### src/rtl/lcd_i2c_pkg.sv
// Shared definitions for the HD44780-over-PCF8574 sequencer: port bit map,
// FSM states, init tables and delay times.
package lcd_i2c_pkg;

  localparam int unsigned CNT_W = 32;

  // PCF8574 port bit positions
  localparam int unsigned P_RS  = 0;
  localparam int unsigned P_RW  = 1;
  localparam int unsigned P_EN  = 2;
  localparam int unsigned P_BL  = 3;
  localparam int unsigned P_NIB = 4;

  localparam int unsigned T_PWRUP_US = 50_000;
  localparam int unsigned T_INIT0_US = 5_000;
  localparam int unsigned T_INIT_US  = 200;
  localparam int unsigned T_CMD_US   = 50;
  localparam int unsigned T_LONG_US  = 2_000;

  typedef enum logic [2:0] {
    PWRUP, INIT_NIB, INIT_BYTE, IDLE, WR_REQ, WR_WAIT_HI, WR_WAIT_LO, DELAY
  } state_e;

  // What the write engine returns to once a nibble/byte and its delay are done
  typedef enum logic [1:0] {PH_NIB, PH_BYTE, PH_USER} phase_e;

  function automatic logic [3:0] init_nib(input logic [1:0] idx);
    return (idx == 2'd3) ? 4'h2 : 4'h3;
  endfunction

  function automatic logic [7:0] init_cmd(input logic [1:0] idx);
    logic [7:0] w_cmd;
    unique case (idx)
      2'd0:    w_cmd = 8'h28;
      2'd1:    w_cmd = 8'h0C;
      2'd2:    w_cmd = 8'h06;
      default: w_cmd = 8'h01;
    endcase
    return w_cmd;
  endfunction

  function automatic logic [CNT_W-1:0] us_to_cyc(input int unsigned us, input int unsigned clk_hz);
    return CNT_W'((64'(us) * 64'(clk_hz)) / 64'd1_000_000);
  endfunction

  function automatic logic [7:0] port_byte(input logic [3:0] nib, input logic en,
                                           input logic rs, input logic bl);
    logic [7:0] w_b;
    w_b              = '0;
    w_b[P_NIB +: 4]  = nib;
    w_b[P_BL]        = bl;
    w_b[P_EN]        = en;
    w_b[P_RW]        = 1'b0;
    w_b[P_RS]        = rs;
    return w_b;
  endfunction

endpackage

### src/rtl/lcd_delay_counter.sv
// Saturating up-counter used for every wait; done once the latched target is reached.
module lcd_delay_counter
  import lcd_i2c_pkg::*;
#(
  parameter logic [CNT_W-1:0] RST_TARGET = '0
) (
  input  logic             i_clk,
  input  logic             i_rst,
  input  logic             i_load,
  input  logic             i_count,
  input  logic [CNT_W-1:0] i_target,
  output logic             o_done_c
);

  logic [CNT_W-1:0] r_cnt;
  logic [CNT_W-1:0] r_target;

  always_ff @(posedge i_clk) begin
    if (i_rst) begin
      r_cnt    <= '0;
      r_target <= RST_TARGET;
    end else if (i_load) begin
      r_cnt    <= '0;
      r_target <= i_target;
    end else if (i_count && (r_cnt < r_target)) begin
      r_cnt <= r_cnt + CNT_W'(1);
    end
  end

  assign o_done_c = (r_cnt >= r_target);

endmodule

### src/rtl/lcd_i2c_sequencer.sv
// Drives an HD44780 LCD through a PCF8574 I2C expander: power-up wait, 4-bit
// init sequence, then host bytes as nibble pairs with EN strobes.
module lcd_i2c_sequencer
  import lcd_i2c_pkg::*;
#(
  parameter int unsigned CLK_HZ    = 100_000_000,
  parameter bit          BACKLIGHT = 1'b1
) (
  input  logic       clk,
  input  logic       rst,
  input  logic       req_valid,
  output logic       req_ready,
  input  logic       req_rs,
  input  logic [7:0] req_data,
  output logic       init_done,
  output logic       i2c_ena,
  output logic [7:0] i2c_data,
  input  logic       i2c_busy,
  input  logic       i2c_ack_error,
  output logic       err
);

  localparam logic [CNT_W-1:0] C_PWRUP = us_to_cyc(T_PWRUP_US, CLK_HZ);
  localparam logic [CNT_W-1:0] C_INIT0 = us_to_cyc(T_INIT0_US, CLK_HZ);
  localparam logic [CNT_W-1:0] C_INIT  = us_to_cyc(T_INIT_US, CLK_HZ);
  localparam logic [CNT_W-1:0] C_CMD   = us_to_cyc(T_CMD_US, CLK_HZ);
  localparam logic [CNT_W-1:0] C_LONG  = us_to_cyc(T_LONG_US, CLK_HZ);

  state_e           r_state, w_state_nxt;
  phase_e           r_phase, w_phase_nxt;
  logic [1:0]       r_item, w_item_nxt;
  logic [1:0]       r_idx, w_idx_nxt;
  logic [7:0]       r_byte, w_byte_nxt;
  logic             r_rs, w_rs_nxt;
  logic             r_ena, w_ena_nxt;
  logic [7:0]       r_data, w_data_nxt;
  logic             r_init_done, w_init_done_nxt;
  logic             r_err, w_err_nxt;
  logic             w_load, w_count, w_done, w_ready;
  logic [1:0]       w_last_idx;
  logic [CNT_W-1:0] w_delay;

  lcd_delay_counter #(.RST_TARGET(C_PWRUP)) u_delay (
    .i_clk    (clk),
    .i_rst    (rst),
    .i_load   (w_load),
    .i_count  (w_count),
    .i_target (w_delay),
    .o_done_c (w_done)
  );

  assign w_ready    = (r_state == IDLE) && r_init_done;
  assign w_count    = (r_state == PWRUP) || (r_state == DELAY);
  assign w_last_idx = (r_phase == PH_NIB) ? 2'd1 : 2'd3;

  // Wait that follows the nibble/byte currently being written
  always_comb begin
    w_delay = C_CMD;
    unique case (r_phase)
      PH_NIB:  w_delay = (r_item == 2'd0) ? C_INIT0 : C_INIT;
      PH_BYTE: w_delay = (r_item == 2'd3) ? C_LONG : C_CMD;
      default: w_delay = (!r_rs && ((r_byte == 8'h01) || (r_byte == 8'h02))) ? C_LONG : C_CMD;
    endcase
  end

  always_comb begin
    w_state_nxt     = r_state;
    w_phase_nxt     = r_phase;
    w_item_nxt      = r_item;
    w_idx_nxt       = r_idx;
    w_byte_nxt      = r_byte;
    w_rs_nxt        = r_rs;
    w_ena_nxt       = r_ena;
    w_data_nxt      = r_data;
    w_init_done_nxt = r_init_done;
    w_err_nxt       = r_err;
    w_load          = 1'b0;
    unique case (r_state)
      PWRUP: if (w_done) begin
        w_item_nxt  = 2'd0;
        w_state_nxt = INIT_NIB;
      end
      INIT_NIB: begin
        w_phase_nxt = PH_NIB;
        w_byte_nxt  = {init_nib(r_item), 4'h0};
        w_rs_nxt    = 1'b0;
        w_idx_nxt   = 2'd0;
        w_state_nxt = WR_REQ;
      end
      INIT_BYTE: begin
        w_phase_nxt = PH_BYTE;
        w_byte_nxt  = init_cmd(r_item);
        w_rs_nxt    = 1'b0;
        w_idx_nxt   = 2'd0;
        w_state_nxt = WR_REQ;
      end
      IDLE: if (req_valid && w_ready) begin
        w_phase_nxt = PH_USER;
        w_byte_nxt  = req_data;
        w_rs_nxt    = req_rs;
        w_idx_nxt   = 2'd0;
        w_state_nxt = WR_REQ;
      end
      WR_REQ: if (!i2c_busy) begin
        w_ena_nxt   = 1'b1;
        w_state_nxt = WR_WAIT_HI;
      end
      WR_WAIT_HI: if (i2c_busy) begin
        w_ena_nxt   = 1'b0;
        w_state_nxt = WR_WAIT_LO;
      end
      WR_WAIT_LO: if (!i2c_busy) begin
        if (i2c_ack_error) w_err_nxt = 1'b1;
        if (r_idx == w_last_idx) begin
          w_load      = 1'b1;
          w_state_nxt = DELAY;
        end else begin
          w_idx_nxt   = r_idx + 2'd1;
          w_state_nxt = WR_REQ;
        end
      end
      DELAY: if (w_done) begin
        unique case (r_phase)
          PH_NIB: begin
            w_item_nxt  = r_item + 2'd1;
            w_state_nxt = (r_item == 2'd3) ? INIT_BYTE : INIT_NIB;
          end
          PH_BYTE: begin
            w_item_nxt = r_item + 2'd1;
            if (r_item == 2'd3) begin
              w_init_done_nxt = 1'b1;
              w_state_nxt     = IDLE;
            end else begin
              w_state_nxt = INIT_BYTE;
            end
          end
          default: w_state_nxt = IDLE;
        endcase
      end
      default: w_state_nxt = PWRUP;
    endcase
    // Port byte only changes on entry to WR_REQ, when ena and busy are both low
    if ((w_state_nxt == WR_REQ) && (r_state != WR_REQ)) begin
      w_data_nxt = port_byte(w_idx_nxt[1] ? w_byte_nxt[3:0] : w_byte_nxt[7:4],
                             ~w_idx_nxt[0], w_rs_nxt, BACKLIGHT);
    end
  end

  always_ff @(posedge clk) begin
    if (rst) begin
      r_state     <= PWRUP;
      r_phase     <= PH_NIB;
      r_item      <= 2'd0;
      r_idx       <= 2'd0;
      r_byte      <= 8'h00;
      r_rs        <= 1'b0;
      r_ena       <= 1'b0;
      r_data      <= port_byte(4'h0, 1'b0, 1'b0, BACKLIGHT);
      r_init_done <= 1'b0;
      r_err       <= 1'b0;
    end else begin
      r_state     <= w_state_nxt;
      r_phase     <= w_phase_nxt;
      r_item      <= w_item_nxt;
      r_idx       <= w_idx_nxt;
      r_byte      <= w_byte_nxt;
      r_rs        <= w_rs_nxt;
      r_ena       <= w_ena_nxt;
      r_data      <= w_data_nxt;
      r_init_done <= w_init_done_nxt;
      r_err       <= w_err_nxt;
    end
  end

  assign req_ready = w_ready;
  assign i2c_ena   = r_ena;
  assign i2c_data  = r_data;
  assign init_done = r_init_done;
  assign err       = r_err;

endmodule

### config.mk
export PLATFORM = sky130hd
export DESIGN_NAME = lcd_i2c_sequencer
export DESIGN_NICKNAME = d
export VERILOG_FILES = /design/src/rtl/lcd_i2c_pkg.sv /design/src/rtl/lcd_delay_counter.sv /design/src/rtl/lcd_i2c_sequencer.sv
export SDC_FILE = /design/constraint.sdc
export NUM_CORES = 1
export LEC_CHECK = 0
export CAP_MARGIN = 20
export CORE_MARGIN = 2
export CORE_UTILIZATION = 61
export DETAILED_ROUTE_END_ITERATION = 6
export PLACE_DENSITY = 0.81
export SYNTH_ARGS = -nofsm -noshare
export SYNTH_HDL_FRONTEND = slang
export SYNTH_HIERARCHICAL = 1
export SYNTH_SLANG_ARGS = --single-unit
### constraint.sdc
create_clock -name clk -period 3.7 [get_ports clk]
set_input_delay 0.74 -clock clk [delete_from_list [all_inputs] [get_ports clk]]
set_output_delay 0.74 -clock clk [all_outputs]
set_load 0.05 [all_outputs]
==> impl_metrics.tcl, run 1 <==
set metrics [dict create \
    finalNetCount 703 \
    status "completed" \
    antenna_found_initial 0 \
    power_density_nw_per_um2 307 \
    finalHoldViolCount 0 \
    via_per_inst 6.17 \
    grtUsageTotal_pct 26.7 \
    crit_family "compound AO/OA/AOI/OAI gates" \
    grt_setup_unrepaired "no" \
    cts_max_level 3 \
    avgSynthCellArea_sq_um 8.28 \
    worstMarginPinSlew_ns 0.816 \
    hold_slack_ns 0.470 \
    ys_seq_area_share_pct 34.9 \
    yosys_register_bits 91 \
    arrival_ns 3.45 \
    initial_utilization_pct 63.2 \
    yosysWarningCount 6 \
    core-area_sq_um 8260 \
    die_area_sq_um 9310 \
    port_buffers 23 \
    fin_crit_ns 3.19 \
    setup_tns_ns 0 \
    tritoncts "yes" \
    place.gp.congestion 0.868 \
    grt_overflow 0 \
    slowest_delay_ns 0.43 \
    min_period_over_period_pct 86.1 \
    endpoint_kind "flop" \
    power_mw 1.75 \
    dpl.cell_count 744 \
    fp.dieW_microns 96.5 \
    wl_microns 11900 \
    fin_worst_skew_ns 0.0159 \
    syn_inst 630 \
    grt_pass1_wl_microns 19700 \
    post_drt_wl_per_cell_microns 15.7 \
    critPathLaunchType "flop" \
    top_level_ports 26 \
    ctsResizeCount 0 \
    synth_edf_count 0 \
    hold_class "flop to flop" \
    ant_nets 0 \
    chipHeight_microns 96.5 \
    drv_cap 0 \
    clk_path_buf_depth 2 \
    drt_iter0_markers 376 \
    rows 33 \
    insertion_delay_ns 0.36 \
    cts_setup_buffers 0 \
    setup_viol 0 \
    peakVddDrop_mv 0.250 \
    fin_area_sq_um 5700 \
    placed_area_sq_um 5500 \
    final_cell_mix "dfxtp_1 (91), nor2_1 (66), a21oi_1 (61)" \
    grt_max_degree 53 \
    critical_path_peak_fanout 6 \
    syn2layout_area_growth_pct 9.30 \
    place_ws_ns 0.599 \
    clk_pin_slew_ns 0.10 \
    via_count 4687 \
    fin_util_pct 69.1 \
    grt_pass1_vias 4271 \
    cp_slowest_cell "nor4_1" \
    drtPass1Iterations 5 \
    final_common_cell "dfxtp_1" \
    layout_setup_ws_ns 0.514 \
    n_antenna_cell 0 \
    fmax_ghz 0.314 \
    critPathBufInv 0 \
    instances_no_fill 760 \
    synthArstFlopShare_pct 0 \
    worstPathCellList "ha_1, nand4_1, nor4_1, o21ai_0, a41o_1, o211ai_1, nand4b_1, a32oi_1, o221ai_1, nor2_1, o21ai_0" \
    drive_above_1_share_pct 6.11 \
    yosysUniqueCellTypes 61 \
    maxSlewViolCount 0 \
    synth_area_sq_um 5220 \
    ys.flop_type "dfxtp_1" \
    dp_hpwl_microns 8440 \
    drt_drc_violations_left 0 \
    leakage_nw 2.16 \
    clockRootBuffer "clkbuf_8" \
    setup.worst_path.class "flop to flop" \
    holdBufCountCts 0 \
    numClockSinks 91 \
    crit_top_cell "o21ai_0" \
    slew_headroom_pct 45.4 \
    worstPathRequired_ns 3.96 \
    cts_buffers 9 \
]
where the power goes:
group,total (mW),switching [mW],internal [mW]
registers,0.988,0.00527,0.983
clock network,0.694,0.372,0.321
logic,0.0676,0.0429,0.0247
cells by family (layout without fill, tap and decap cells):
kind of cell | Yosys count | after routing | synth area share, %
xor+xnor | 3 | 3 | 0.504
fa+ha+maj | 39 | 39 | 9.35
compound gates | 146 | 146 | 18.3
mux | 28 | 28 | 5.37
simple gates | 235 | 235 | 24.1
other cells | 2 | 19 | 0.144
buf+inv | 86 | 94 | 7.39
flops | 91 | 91 | 34.9
area by class of cell:
| cell class | count | area [sq um] |
|---|---|---|
| inverters | 46 | 173 |
| repair buffers | 32 | 293 |
| well taps | 105 | 131 |
| flip-flops and latches | 91 | 1820 |
| clock inverters | 6 | 71.3 |
| multi-input cells | 470 | 3090 |
| fillers | 676 | 2550 |
| clock buffers | 10 | 128 |
routing by layer:
metal / share of wire, % / vias up / global-route usage [%]
met5: 0 / - / 0
met2: 48 / 145 / 45.3
met1: 45 / 2211 / 34.4
met4: 2.3 / 0 / 9.98
met3: 4.5 / 24 / 4.27
li1: - / 2307 / -
sequential cells by signal, summed over array words and instances, names as in the netlist:
name and cells:
u_delay/r_cnt 32, u_delay/r_target 32, r_byte 8, i2c_data 6
r_state 3, r_idx 2, r_item 2, r_phase 2
err 1, i2c_ena 1, init_done 1, r_rs 1
cell usage after synthesis (all sizes together), types with 2 or more instances:
master	n	area (sq um)
dfxtp	91	1820
nor2	67	254
a21oi	61	305
inv	46	173
ha	39	488
nand2	33	124
o31ai	31	238
nand3	30	150
mux2i	28	280
clkbuf	26	97.6
or4	26	195
nand4	21	131
o21ai	16	80.1
buf	14	115
and2	11	73.8
and3	11	75.1
o211ai	10	75.1
nand2b	6	37.5
nor4	6	37.5
or3	5	32.5
a211oi	4	47.5
a22oi	4	30.0
and4	4	37.5
a221oi	3	26.3
a31oi	3	18.8
nand3b	3	22.5
nor3	3	15.0
a32oi	2	17.5
conb	2	7.51
nor2b	2	12.5
nor3b	2	15.0
or2	2	12.5
or4b	2	20.0
xor2	2	17.5
tightest hold or removal path, cell delays in order (launching register included):
cell and delay (ns):
dfxtp_1 0.33, nand2_1 0.05, o21ai_0 0.06
final timing paths:
check | from | to | slack, ns | depth (start not counted)
setup / recovery | u_delay/r_cnt[26] | i2c_data[0] | 0.51 | 11
hold / removal | i2c_data[0] | i2c_data[0] | 0.47 | 2
setup reg to reg | u_delay/r_cnt[26] | i2c_data[0] | 0.51 | 11
hold reg to reg | i2c_data[0] | i2c_data[0] | 0.47 | 2
Note: power is estimated with default switching activity, not from simulation.
==> inputs of run 2 (changes only) <==
- CORE_MARGIN: 2 -> 1
- MAX_ROUTING_LAYER: default -> met4
- SLEW_MARGIN: default -> 30
==> run 2 against run 1 <==
Net effect: setup slack worse by 0.041 ns; wire length rose by 2.0%; die area shrank 4.1%; critical path depth rose by 1; combinational power is 0.6% lower; via count rose by 1.8%; worst hold slack worse by 0.0010 ns; critical path type unchanged.
==> impl_metrics.tcl, run 2 (synthesis results as in run 1) <==
set metrics [dict create \
    n_antenna_cell 0 \
    ant_nets 0 \
    rows 33 \
    slew_headroom_pct 44.9 \
    pwr-share-seq_pct 58.0 \
    reg2regPathDepth 12 \
    power_density_nw_per_um2 300 \
    hold_class "flop to flop" \
    via_count 4771 \
    critical_path.startpoint "u_delay/r_target[29]" \
    dpl.cell_count 744 \
    clockRootBuffer "clkbuf_8" \
    grt_setup_unrepaired "no" \
    fp.dieW_microns 94.5 \
    via_per_inst 6.28 \
    power_frac_clock_pct 38.1 \
    maxSlewViolCount 0 \
    final_common_cell "dfxtp_1" \
    top_level_ports 26 \
    min_period_over_period_pct 87.2 \
    peakVddDrop_mv 0.178 \
    combinationalPowerShare_pct 3.9 \
    core-area_sq_um 8260 \
    setup_tns_ns 0 \
    insertion_delay_ns 0.37 \
    final_cell_mix "dfxtp_1 (91), nor2_1 (66), a21oi_1 (61)" \
    drtPass1Iterations 5 \
    fillers 685 \
    cts_setup_buffers 0 \
    drt_drc_violations_left 0 \
    port_buffers 23 \
    critPathLaunchType "flop" \
    timing.rr.start "u_delay/r_target[29]" \
    syn2layout_area_growth_pct 9.06 \
    arrival_ns 3.48 \
    endpoint_kind "flop" \
    antenna_found_initial 0 \
    chipHeight_microns 94.5 \
    holdBufCountCts 0 \
    setup.worst_path.class "flop to flop" \
    clk_path_buf_depth 2 \
    tritoncts "yes" \
    fin_worst_skew_ns 0.0125 \
    wl_microns 12200 \
    dp_hpwl_microns 8530 \
    hold_path_end "i2c_data[0]" \
    finalNetCount 703 \
    ff2ff_setup_slack_ns 0.47 \
    layout_setup_ws_ns 0.473 \
    setup_viol 0 \
    fmax_ghz 0.310 \
    cts_buffers 9 \
    fin_crit_ns 3.23 \
    drt_iter0_markers 370 \
    drive_above_1_share_pct 6.26 \
    die_area_sq_um 8930 \
    finalHoldViolCount 0 \
    reg2reg_to "i2c_data[6]" \
    worstMarginPinSlew_ns 0.823 \
    hp-start "i2c_data[0]" \
    place.gp.congestion 0.873 \
    p_switching_mw 0.428 \
    grtUsageTotal_pct 29.7 \
    post_drt_wl_per_cell_microns 16.0 \
    instances_no_fill 760 \
    grt_pass1_vias 4371 \
    min_delay_path_depth 2 \
    ctsResizeCount 0 \
    status "completed" \
    worstPathRequired_ns 3.95 \
    cts_max_level 3 \
    grt_pass1_wl_microns 20400 \
    place_ws_ns 0.521 \
    p_int_mw 1.28 \
    grt_overflow 0 \
    drv_cap 0 \
    clk_pin_slew_ns 0.10 \
    critical_path_peak_fanout 5 \
    initial_utilization_pct 63.2 \
    numClockSinks 91 \
    switching_share_pct 25.1 \
    grt_max_degree 53 \
    reg_top3 "u_delay/r_cnt x32, u_delay/r_target x32, r_byte x8" \
    leakage_nw 2.15 \
]
[run 2: cell count changes in the layout (fill, tap and decap cells not counted), sizes merged]
cell | before | now
clkinvlp | 1 | 2
inv | 49 | 48
clkinv | 1 | 2
bufinv | 1 | 0
[run 2: critical path: stages (launching register included)]
cell and delay [ns]:
dfxtp_1 0.34, inv_1 0.05, ha_1 0.31, nand3_1 0.10, nor4_1 0.48, o21ai_0 0.29
a41o_1 0.30, o211ai_1 0.15, nand4b_1 0.13, a32oi_1 0.33, o221ai_1 0.29, o21ai_0 0.23
a21oi_1 0.10
[run 2: per-stage QoR]
stage | hold slack, ns | utilization [%] | power [mW] | area, sq um
after detailed placement | 0.458 | 66.7 | 1.08 | 5500
after global placement | 0.447 | 66.7 | 1.08 | 5500
after floorplan | 0.456 | - | 1.05 | 5280
after global routing | 0.492 | 68.9 | 1.77 | 5690
after CTS | 0.475 | 68.9 | 1.71 | 5690
final | 0.469 | 68.9 | 1.71 | 5690
[run 2: layout make-up]
| type | instances | area (sq um) | share of cell area [%] |
|---|---|---|---|
| inverters | 46 | 173 | 3.03 |
| multi-input cells | 470 | 3090 | 54.2 |
| flip-flops and latches | 91 | 1820 | 32.0 |
| clock buffers | 10 | 138 | 2.42 |
| repair buffers | 32 | 293 | 5.15 |
| well taps | 105 | 131 | 2.31 |
| clock inverters | 6 | 48.8 | 0.858 |
[run 2: power by group through the flow]
stage | registers [mW] | clock network [mW] | logic [mW]
floorplan | 1.01 | 0 | 0.0380
global placement | 1.01 | 0 | 0.0645
detailed placement | 1.01 | 0 | 0.0661
CTS | 0.988 | 0.661 | 0.0661
global route | 0.989 | 0.706 | 0.0727
finish | 0.988 | 0.650 | 0.0672
[run 2: metal layers]
metal | global-route usage, % | wire length (microns)
met1 | 34.9 | 5280
met2 | 50.2 | 5970
met3 | 6.20 | 630
met4 | 10.6 | 282
met5 | - | 0
[run 2: worst max-delay path by stage]
| stage | to | slack [ns] | depth (start not counted) |
|---|---|---|---|
| 2_1_floorplan | i2c_data[5] | 0.92 | 12 |
| 3_3_place_gp | i2c_data[6] | 0.68 | 11 |
| 3_5_place_dp | i2c_data[6] | 0.52 | 12 |
| 4_1_cts | i2c_data[6] | 0.51 | 12 |
| 5_1_grt | i2c_data[5] | 0.26 | 12 |
| 6_report | i2c_data[6] | 0.47 | 12 |
==> inputs of run 3 (changes only) <==
- CAP_MARGIN: 20 -> default
- CORE_UTILIZATION: 61 -> 66
- PLACE_DENSITY: 0.81 -> 0.86
- clock period: 3.7 -> 4.15 ns (I/O delays scaled with it)
==> run 3 against run 2 <==
Net effect: the run now ends with DRC left; clock power is 7.2% lower; via count is 0.88% lower; register-to-register slack better by 0.25 ns; cell count is 0.79% lower; largest power group unchanged.
==> impl_metrics.tcl, run 3 (synthesis results as in run 1) <==
set metrics [dict create \
    ff2ff_setup_slack_ns 0.73 \
    n_antenna_cell 0 \
    fin_crit_ns 3.42 \
    place_ws_ns 0.829 \
    worstPathCellList "ha_1, nand4_1, nor4_1, o21ai_0, a41o_1, o211ai_1, nand4b_1, a32oi_1, o221ai_1, o21ai_0, a21oi_1" \
    setup_viol 0 \
    clockRootBuffer "clkbuf_8" \
    initial_utilization_pct 67.9 \
    arrival_ns 3.65 \
    cts_buffers 9 \
    rows 32 \
    hold_path_end "i2c_data[0]" \
    antenna_found_initial 0 \
    drt_iter0_markers 337 \
    maxSlewViolCount 0 \
    final_common_cell "dfxtp_1" \
    drive_above_1_share_pct 5.67 \
    insertion_delay_ns 0.36 \
    dr_wl_met3_microns 688 \
    peakVddDrop_mv 0.223 \
    fin_util_pct 73.8 \
    holdBufCountCts 0 \
    highest_layer "met4" \
    worstMarginPinSlew_ns 0.841 \
    syn2layout_area_growth_pct 8.68 \
    violations "DRC" \
    setup_tns_ns 0 \
    drt_drc_violations_left 1 \
    fp.dieW_microns 90.9 \
    power_density_nw_per_um2 272 \
    slowest_delay_ns 0.47 \
    grt_overflow 0 \
    top_level_ports 26 \
    drt-met1-wl_microns 4990 \
    dp_hpwl_microns 8570 \
    port_buffers 23 \
    via_count 4729 \
    crit_family "compound AO/OA/AOI/OAI gates" \
    core-area_sq_um 7690 \
    grt_setup_unrepaired "no" \
    endpoint_kind "flop" \
    post_drt_wl_per_cell_microns 15.8 \
    final_cell_mix "dfxtp_1 (91), nor2_1 (66), a21oi_1 (61)" \
    leakage_nw 2.14 \
    worstPathRequired_ns 4.38 \
    clk_path_buf_depth 2 \
    grtUsageTotal_pct 30.1 \
    critPathLaunchType "flop" \
    clk_pin_slew_ns 0.09 \
    cts_setup_buffers 0 \
    grt_pass1_wl_microns 19700 \
    fin_worst_skew_ns 0.0111 \
    hold_class "flop to flop" \
    fin_area_sq_um 5670 \
    placed_area_sq_um 5480 \
    fillers 580 \
    status "complete, but fails checks" \
    die_area_sq_um 8260 \
    layout_setup_ws_ns 0.727 \
    reg2regPathDepth 11 \
    slew_headroom_pct 43.7 \
    drtPass1Iterations 7 \
    reg_top3 "u_delay/r_cnt x32, u_delay/r_target x32, r_byte x8" \
    critPathBufInv 0 \
    min_period_over_period_pct 82.5 \
    ant_nets 0 \
    met2WireLength_microns 5830 \
    via_per_inst 6.27 \
    ctsResizeCount 0 \
    place.gp.congestion 0.898 \
    cp_slowest_cell "nor4_1" \
    cts_max_level 3 \
    reg2reg_to "i2c_data[5]" \
    chipHeight_microns 90.9 \
    tritoncts "yes" \
    crit_top_cell "o21ai_0" \
    grt_pass1_vias 4300 \
    hp-start "i2c_data[0]" \
    fmax_ghz 0.292 \
    grt_max_degree 63 \
    numClockSinks 91 \
    setup.worst_path.class "flop to flop" \
    finalNetCount 700 \
    finalHoldViolCount 0 \
    wl_microns 11900 \
    drv_cap 0 \
    min_delay_path_depth 2 \
    critical_path_peak_fanout 9 \
    timing.rr.start "u_delay/r_cnt[26]" \
]
run 3: cell type report:
| class | count | area, sq um | share of cell area (%) |
|---|---|---|---|
| clock inverters | 6 | 65.1 | 1.15 |
| well taps | 102 | 128 | 2.25 |
| repair buffers | 29 | 270 | 4.77 |
| multi-input cells | 470 | 3090 | 54.4 |
| flip-flops and latches | 91 | 1820 | 32.1 |
| inverters | 46 | 173 | 3.05 |
| clock buffers | 10 | 128 | 2.25 |
run 3: where the power goes:
group | internal, mW | switching [mW]
clock network | 0.280 | 0.323
logic | 0.0218 | 0.0376
registers | 0.876 | 0.00485
total | 1.18 | 0.366
run 3: metrics by stage:
step	total power [mW]	hold WS, ns	cells
after global placement	0.958	0.447	738
after global routing	1.59	0.504	754
after detailed placement	0.959	0.451	738
after floorplan	0.938	0.456	647
final	1.54	0.464	754
after CTS	1.55	0.464	754
run 3: layer usage:
metal | track usage [%] | vias to the layer above
met1 | 34.9 | 2197
met2 | 51.2 | 188
met5 | - | -
li1 | - | 2303
met4 | 14.6 | 0
met3 | 3.96 | 41
run 3: worst max-delay path by stage:
stage	start	endpoint	depth (start not counted)	slack, ns
2_1_floorplan	u_delay/r_cnt[14]	i2c_data[5]	12	1.37
3_5_place_dp	u_delay/r_target[23]	i2c_data[7]	12	0.83
5_1_grt	u_delay/r_target[23]	i2c_data[7]	12	0.45
3_3_place_gp	u_delay/r_cnt[26]	i2c_data[4]	11	0.95
4_1_cts	u_delay/r_cnt[26]	i2c_data[4]	11	0.79
6_report	u_delay/r_cnt[26]	i2c_data[5]	11	0.73
run 3: worst min-delay path: stages, from the launching register on:
cell and delay [ns]:
dfxtp_1 0.32, nand2_1 0.05, o21ai_0 0.06
